### config.mk
export PLATFORM = sky130hd
export DESIGN_NAME = multi_cycle_control_unit
export DESIGN_NICKNAME = d
export VERILOG_FILES = /design/src/rtl/multi_cycle_control_unit.sv
export SDC_FILE = /design/constraint.sdc
export NUM_CORES = 1
export LEC_CHECK = 0
export BUFFER_PORTS_ARGS = -buffer_cell sky130_fd_sc_hd__buf_2
export CAP_MARGIN = 30
export CORE_MARGIN = 5
export CORE_UTILIZATION = 43
export CTS_BUF_LIST = sky130_fd_sc_hd__clkbuf_4 sky130_fd_sc_hd__clkbuf_8 sky130_fd_sc_hd__clkbuf_16
export DETAILED_ROUTE_END_ITERATION = 10
export GPL_ROUTABILITY_DRIVEN = 0
export GPL_TIMING_DRIVEN = 0
export HOLD_SLACK_MARGIN = 0.05
export PLACE_DENSITY = 0.77
export SETUP_SLACK_MARGIN = 0.3
export SLEW_MARGIN = 40
export SYNTH_ARGS = -nofsm -noshare
export SYNTH_HDL_FRONTEND = slang
export SYNTH_SLANG_ARGS = --single-unit
### constraint.sdc
create_clock -name clk_i -period 1.55 [get_ports clk_i]
set_clock_uncertainty 0.05 [all_clocks]
set_input_delay 0.155 -clock clk_i [delete_from_list [all_inputs] [get_ports clk_i]]
set_output_delay 0.155 -clock clk_i [all_outputs]
set_load 0.1 [all_outputs]
### src/rtl/multi_cycle_control_unit.sv
// Multi-cycle CPU control FSM: decodes the opcode into per-state datapath
// strobes and mux selects, and counts retired instructions.
module multi_cycle_control_unit #(
  parameter int INSTRUCTION_LEN = 16,
  parameter int COUNT_LEN       = 16
) (
  input  logic                       clk_i,
  input  logic                       reset_i,
  input  logic [INSTRUCTION_LEN-1:0] instr_i,
  input  logic                       zero_i,
  input  logic                       mem_ready_i,
  output logic                       pc_write_o,
  output logic                       ir_write_o,
  output logic                       mem_read_o,
  output logic                       mem_write_o,
  output logic                       reg_write_o,
  output logic                       iord_o,
  output logic                       mem_to_reg_o,
  output logic                       reg_dst_o,
  output logic                       alu_src_a_o,
  output logic [1:0]                 alu_src_b_o,
  output logic [2:0]                 alu_op_o,
  output logic [1:0]                 pc_src_o,
  output logic [3:0]                 state_o,
  output logic                       halted_o,
  output logic                       illegal_op_o,
  output logic [COUNT_LEN-1:0]       retired_o
);

  typedef enum logic [3:0] {
    S_FETCH    = 4'd0,
    S_DECODE   = 4'd1,
    S_EXEC_R   = 4'd2,
    S_EXEC_I   = 4'd3,
    S_MEM_ADDR = 4'd4,
    S_MEM_RD   = 4'd5,
    S_MEM_WR   = 4'd6,
    S_WB_R     = 4'd7,
    S_WB_MEM   = 4'd8,
    S_BRANCH   = 4'd9,
    S_JUMP     = 4'd10,
    S_HALT     = 4'd11
  } state_e;

  localparam logic [3:0] OP_ADDI = 4'h4, OP_LW = 4'h5, OP_SW = 4'h6,
                         OP_BEQ  = 4'h7, OP_JMP = 4'h8, OP_HALT = 4'hF;
  localparam logic [2:0] ALU_ADD = 3'b000, ALU_SUB = 3'b001;

  state_e               state_q, state_d;
  logic [COUNT_LEN-1:0] retired_q, retired_d;
  logic [3:0]           opcode;
  logic                 retire;

  assign opcode = instr_i[INSTRUCTION_LEN-1 -: 4];

  // Operand fields belong to the datapath; only the opcode steers control.
  logic unused_instr;
  assign unused_instr = ^instr_i[INSTRUCTION_LEN-5:0];

  always_comb begin
    state_d      = state_q;
    retire       = 1'b0;
    pc_write_o   = 1'b0;
    ir_write_o   = 1'b0;
    mem_read_o   = 1'b0;
    mem_write_o  = 1'b0;
    reg_write_o  = 1'b0;
    iord_o       = 1'b0;
    mem_to_reg_o = 1'b0;
    reg_dst_o    = 1'b0;
    alu_src_a_o  = 1'b0;
    alu_src_b_o  = 2'b00;
    alu_op_o     = ALU_ADD;
    pc_src_o     = 2'b00;
    halted_o     = 1'b0;
    illegal_op_o = 1'b0;
    case (state_q)
      S_FETCH: begin
        mem_read_o  = 1'b1;
        alu_src_b_o = 2'b01;
        ir_write_o  = mem_ready_i;
        pc_write_o  = mem_ready_i;
        if (mem_ready_i) state_d = S_DECODE;
      end
      S_DECODE: begin
        alu_src_b_o = 2'b10;
        case (opcode)
          4'h0, 4'h1, 4'h2, 4'h3: state_d = S_EXEC_R;
          OP_ADDI:                state_d = S_EXEC_I;
          OP_LW, OP_SW:           state_d = S_MEM_ADDR;
          OP_BEQ:                 state_d = S_BRANCH;
          OP_JMP:                 state_d = S_JUMP;
          OP_HALT:                state_d = S_HALT;
          default: begin
            state_d      = S_FETCH;
            illegal_op_o = 1'b1;
          end
        endcase
      end
      S_EXEC_R: begin
        alu_src_a_o = 1'b1;
        alu_op_o    = {1'b0, opcode[1:0]};
        state_d     = S_WB_R;
      end
      S_EXEC_I: begin
        alu_src_a_o = 1'b1;
        alu_src_b_o = 2'b10;
        state_d     = S_WB_R;
      end
      S_MEM_ADDR: begin
        alu_src_a_o = 1'b1;
        alu_src_b_o = 2'b10;
        state_d     = (opcode == OP_LW) ? S_MEM_RD :
                      (opcode == OP_SW) ? S_MEM_WR : S_FETCH;
      end
      S_MEM_RD: begin
        mem_read_o = 1'b1;
        iord_o     = 1'b1;
        if (mem_ready_i) state_d = S_WB_MEM;
      end
      S_MEM_WR: begin
        mem_write_o = 1'b1;
        iord_o      = 1'b1;
        if (mem_ready_i) begin
          state_d = S_FETCH;
          retire  = 1'b1;
        end
      end
      S_WB_R: begin
        reg_write_o = 1'b1;
        reg_dst_o   = (opcode == OP_ADDI);
        state_d     = S_FETCH;
        retire      = 1'b1;
      end
      S_WB_MEM: begin
        reg_write_o  = 1'b1;
        mem_to_reg_o = 1'b1;
        reg_dst_o    = 1'b1;
        state_d      = S_FETCH;
        retire       = 1'b1;
      end
      S_BRANCH: begin
        alu_src_a_o = 1'b1;
        alu_op_o    = ALU_SUB;
        pc_src_o    = 2'b01;
        pc_write_o  = zero_i;
        state_d     = S_FETCH;
        retire      = 1'b1;
      end
      S_JUMP: begin
        pc_write_o = 1'b1;
        pc_src_o   = 2'b10;
        state_d    = S_FETCH;
        retire     = 1'b1;
      end
      S_HALT:  halted_o = 1'b1;
      default: state_d  = S_FETCH;
    endcase
  end

  assign retired_d = retire ? retired_q + COUNT_LEN'(1) : retired_q;

  always_ff @(posedge clk_i) begin
    if (reset_i) begin
      state_q   <= S_FETCH;
      retired_q <= '0;
    end else begin
      state_q   <= state_d;
      retired_q <= retired_d;
    end
  end

  assign state_o   = state_q;
  assign retired_o = retired_q;

endmodule

==> metrics.yaml, run 1 <==
run_status:
  outcome: "stopped before the end"
  stop_stage: "global routing"
  stop_error: "[ERROR DPL-0033] detailed placement checks failed during check placement."
die:
  die_h_um: 66.2
  boundaryPins: 58
  rows: 20
  die_w_um: 66.2
  initial_core_util_pct: 44.5
logic_synthesis:
  postSynth.asyncResetShare_pct: 0
  ys_seq_area_share_pct: 29.4
  avgSynthCellArea_um2: 7.43
  yosysMostFrequentCell: "dfxtp_1"
  yosysTopAreaCell: "dfxtp_1"
  synth_seq_cells: 20
  yosysWarnings: 0
  synth.cell_area_um2: 1360
  yosys.area.top_type_share_pct: 29.4
  synth_common_cells: "20 x dfxtp_1, 18 x a21oi_1, 15 x nor2_1, 12 x nand2_1, 10 x o21ai_0"
  synth-edff-count: 0
  synth_nets: 204
  synth_area_leaders: "dfxtp_1 29%, a21oi_1 6.6%, nor2_1 4.1%"
  ys_types: 50
  synth_flop_cell: "dfxtp_1"
  synth_cells: 183
sta:
  worst_endpoint: "alu_op_o[0]"
  worstEpCategory: "top-level output"
cts:
  clock_sinks: 20
  cts_root_buf: "clkbuf_4"
  cts_inserted_buffers: 3
  h-tree-depth: 1
  clock_path_buffers: 2
  postCtsHoldBufs: 0
grt:
  grt_max_degree: 12
  antenna_found_initial: 0
placement:
  place.detailed.instances: 270
  dp_hpwl_mm: 2.93
  port_buffers: 43
-- metrics by stage --
step	instance area, µm²	worst slack [ns]	hold slack (ns)	utilization, %
after CTS	2640	-0.306	0.168	86.6
after floorplan	1640	-1.19	0.324	-
after global placement	1910	-0.520	0.420	62.7
after detailed placement	1910	-0.507	0.422	62.7
-- cell families after synthesis --
logic type                 after synthesis  share of synthesized area, %
other                                    1                         0.276
and+or+nand+nor                         77                          31.6
DFF                                     20                          29.4
buffers and inverters                   22                          6.99
adders and majority gates                1                         0.920
xor gates and xnor gates                 3                          1.93
AOI/OAI and AO/OA                       57                          27.3
muxes                                    2                          1.47
-- what timing repair did --
item / in CTS
pin swaps: 35
buffers inserted: 27
gates resized for setup: 126
endpoints found under the setup margin: 57
cloned: 2
==> run 2, diff against run 1 <==
- CORE_AREA: unset -> 5 5 66 68
- CORE_MARGIN: 5 -> unset
- CORE_UTILIZATION: 43 -> unset
- CTS_BUF_LIST: sky130_fd_sc_hd__clkbuf_4 sky130_fd_sc_hd__clkbuf_8 sky130_fd_sc_hd__clkbuf_16 -> unset
- DIE_AREA: unset -> 0 0 71 73
- HOLD_SLACK_MARGIN: 0.05 -> unset
- PLACE_DENSITY: 0.77 -> unset
- PLACE_DENSITY_LB_ADDON: unset -> 0.15
- SETUP_SLACK_MARGIN: 0.3 -> unset
- clock period: 1.55 -> 2.02 ns (I/O delays scaled with it)
==> run 2 against run 1 <==
The run now ends clean. Synthesized cell count unchanged. Synthesized area unchanged.
==> metrics.yaml, run 2 <==
logic_synthesis:
  synth_cells: 183  # unchanged
  synth_nets: 204  # unchanged
  yosysMostFrequentCell: "dfxtp_1"
  postSynth.asyncResetShare_pct: 0  # unchanged
  synth_common_cells: "20 x dfxtp_1, 18 x a21oi_1, 15 x nor2_1, 12 x nand2_1, 10 x o21ai_0"
  avgSynthCellArea_um2: 7.43  # unchanged
  synth_seq_cells: 20  # unchanged
  ys_seq_area_share_pct: 29.4  # unchanged
  synth-edff-count: 0  # unchanged
  yosys.area.top_type_share_pct: 29.4  # unchanged
  synth_area_leaders: "dfxtp_1 29%, a21oi_1 6.6%, nor2_1 4.1%"
  yosysTopAreaCell: "dfxtp_1"
  synth_flop_cell: "dfxtp_1"
  ys_types: 50  # unchanged
  synth.cell_area_um2: 1360  # unchanged
  yosysWarnings: 0  # unchanged
grt:
  grt.total_usage_pct: 16.0
  grt_use_met2_pct: 25.6
  met1_usage_pct: 22.3
  globalRoute.busiestLayer: "met2"
  grt_pass1_wl_mm: 6.82
  grt_max_degree: 12
  antenna_found_initial: 0
  grt_pass1_vias: 1415
  use_met3_pct: 3.58
  gr-total-overflow: 0
critical_path:
  r2r-end: "retired_o[9]"
  rrSetupSlack_ns: 0.21
  critPathMaxFanout: 10
  crit_chain: "buf_8 -> nand2b_4 -> nor3_4 -> o21bai_4 -> o21a_4 -> buf_4"
  crit_family: "buffers and inverters"
  crit_path_end_kind: "primary output"
  critPathLaunchType: "register"
  r2r_start: "state_o[0]"
  r2r.worst_path.cells: 6
  cp.arrival_ns: 1.68
  crit_type: "register to primary output"
  cp.required_ns: 1.77
  slowest_delay_ns: 0.38
  slowest_stage: "dfxtp_4"
  cp_num_buf_inv: 2
sta:
  finalCritPeriodShare_pct: 95.9
  rsz0062_at_grt: "false"
  worstMarginPinSlew_ns: 0.653
  setup_viol: 0
  fin_ws_ns: 0.0836
  hold_violations: 0
  period_minus_slack_ns: 1.94
  hold-worst-slack_ns: 0.268
  max_freq_ghz: 0.516
  slew_headroom_pct: 55.3
  slew_viol_final: 0
cts:
  h-tree-depth: 1  # unchanged
  postCtsSetupBuffers: 0  # -100%
  clk_latency_ns: 0.26
  cts_tree: "built"
  cts_root_buf: "clkbuf_8"
  postCtsHoldBufs: 0  # unchanged
  clock_sinks: 20  # unchanged
  cts_inserted_buffers: 3  # unchanged
  clk_pin_slew_ns: 0.07
  clock_path_buffers: 2  # unchanged
route:
  ant_nets: 0
  first_pass_iters: 4
  drc_errors: 0
  wl_per_cell_um: 14.4
  drt_iter0_drc: 69
  dr_total_vias: 1527
  routed_wl_mm: 4.03
  drt-vias-per-instance: 5.45
die:
  die_area_um2: 5180
  die_w_um: 71  # +7.2%
  boundaryPins: 58  # unchanged
  die_h_um: 73  # +10%
  initial_core_util_pct: 35.8  # -8.7 points
  core-area_um2: 3800
  rows: 23  # +15%
power_and_ir_drop:
  clockPowerShare_pct: 16.7
  p_sw_share_pct: 52.4
  power_density_nw_per_um2: 909
  p_seq_share_pct: 23.7
  pwr-share-comb_pct: 59.6
  power.total_uw: 1820
  p_switching_uw: 954
  intPower_uw: 868
  peakVddDrop_uv: 537
  p_leak_uw: 0.000758
hold_path:
  min_to: "retired_o[5]"
  worstHoldStart: "reset_i"
  hold_path.class: "input pin to register"
  holdPathStages: 4
final_layout:
  seqCellArea_um2: 432
  utilization_pct: 52.8
  drive_gt1_share_pct: 43.9
  fin_nets: 252
  syn2layout_area_growth_pct: 47.5
  final_common_cell: "buf_2"
  final_cell_mix: "33 x buf_2, 17 x a21oi_1, 13 x dfxtp_2"
  largest_register_ffs: 16
  fillers: 380
  num_antenna_cells: 0
  multiInputGateArea_um2: 1030
placement:
  place_ws_ns: -0.145  # +0.362 ns
  port_buffers: 43  # unchanged
  dp_hpwl_mm: 2.95  # +0.84%
job:
  drv_cap: 0
run_status:
  outcome: "complete, no violations"
## run 2: cell counts after synthesis
Identical to the previous run, type by type.
## run 2: how the worst max path moves through the flow
stage	startpoint	depth (start not counted)	endpoint	slack, ns
floorplan	state_o[3]	5	reg_dst_o	-0.77
global placement	state_o[0]	7	illegal_op_o	-0.14
detailed placement	state_o[0]	7	illegal_op_o	-0.15
CTS	state_o[0]	7	illegal_op_o	-0.09
global route	state_o[3]	6	reg_dst_o	0.002
finish	state_o[3]	6	reg_dst_o	0.08
## run 2: final cells by class
class	instances	share of cell area (%)
multi-input combinational	141	51.3
tap	50	3.12
sequential	20	21.5
clock buffer	4	2.74
inverter	6	1.12
timing repair buffer	43	13.1
buffer	16	7.05
## run 2: stage by stage
stage	instances	cell area [µm²]	TNS (ns)
floorplan	183	1590	-2.97
global placement	276	1860	-0.144
detailed placement	276	1860	-0.145
CTS	280	1960	-0.0889
global route	280	2010	0
finish	280	2010	0
## run 2: tightest hold or removal path: stages
cell and delay, ns:
buf_2 0.10, inv_1 0.07, o211ai_1 0.10, o31ai_1 0.07
## run 2: power groups by stage
stage | logic, µW | clock network, µW | registers, µW
after floorplan | 774 | 0 | 543
after global placement | 1010 | 0 | 439
after detailed placement | 1010 | 0 | 439
after CTS | 1050 | 317 | 430
after global routing | 1140 | 334 | 433
final | 1090 | 305 | 431
## run 2: what timing repair did
action | 4_1_cts | 5_1_grt
endpoints found under the setup margin | 8 | 9
cloned | 0 | 0
pin swaps | 0 | 0
gates resized for setup | 11 | 15
## run 2: logic make-up (layout without fill, tap and decap cells)
family / count (synthesis) / after routing / share of synthesized area [%]
adders and majority gates: 1 / 1 / 0.920
and+or+nand+nor: 77 / 77 / 31.6
AOI/OAI and AO/OA: 57 / 57 / 27.3
xor gates and xnor gates: 3 / 3 / 1.93
muxes: 2 / 2 / 1.47
buffers and inverters: 22 / 69 / 6.99
DFF: 20 / 20 / 29.4
other: 1 / 1 / 0.276
## run 2: metal layers
metal,routed length [µm],part of all wire (%),vias up
li1,-,-,785
met1,1950,48,704
met2,1830,46,36
met3,228,5.7,2
met4,16,0.40,0
met5,0,0,-
(Power assumes the default switching activity.)
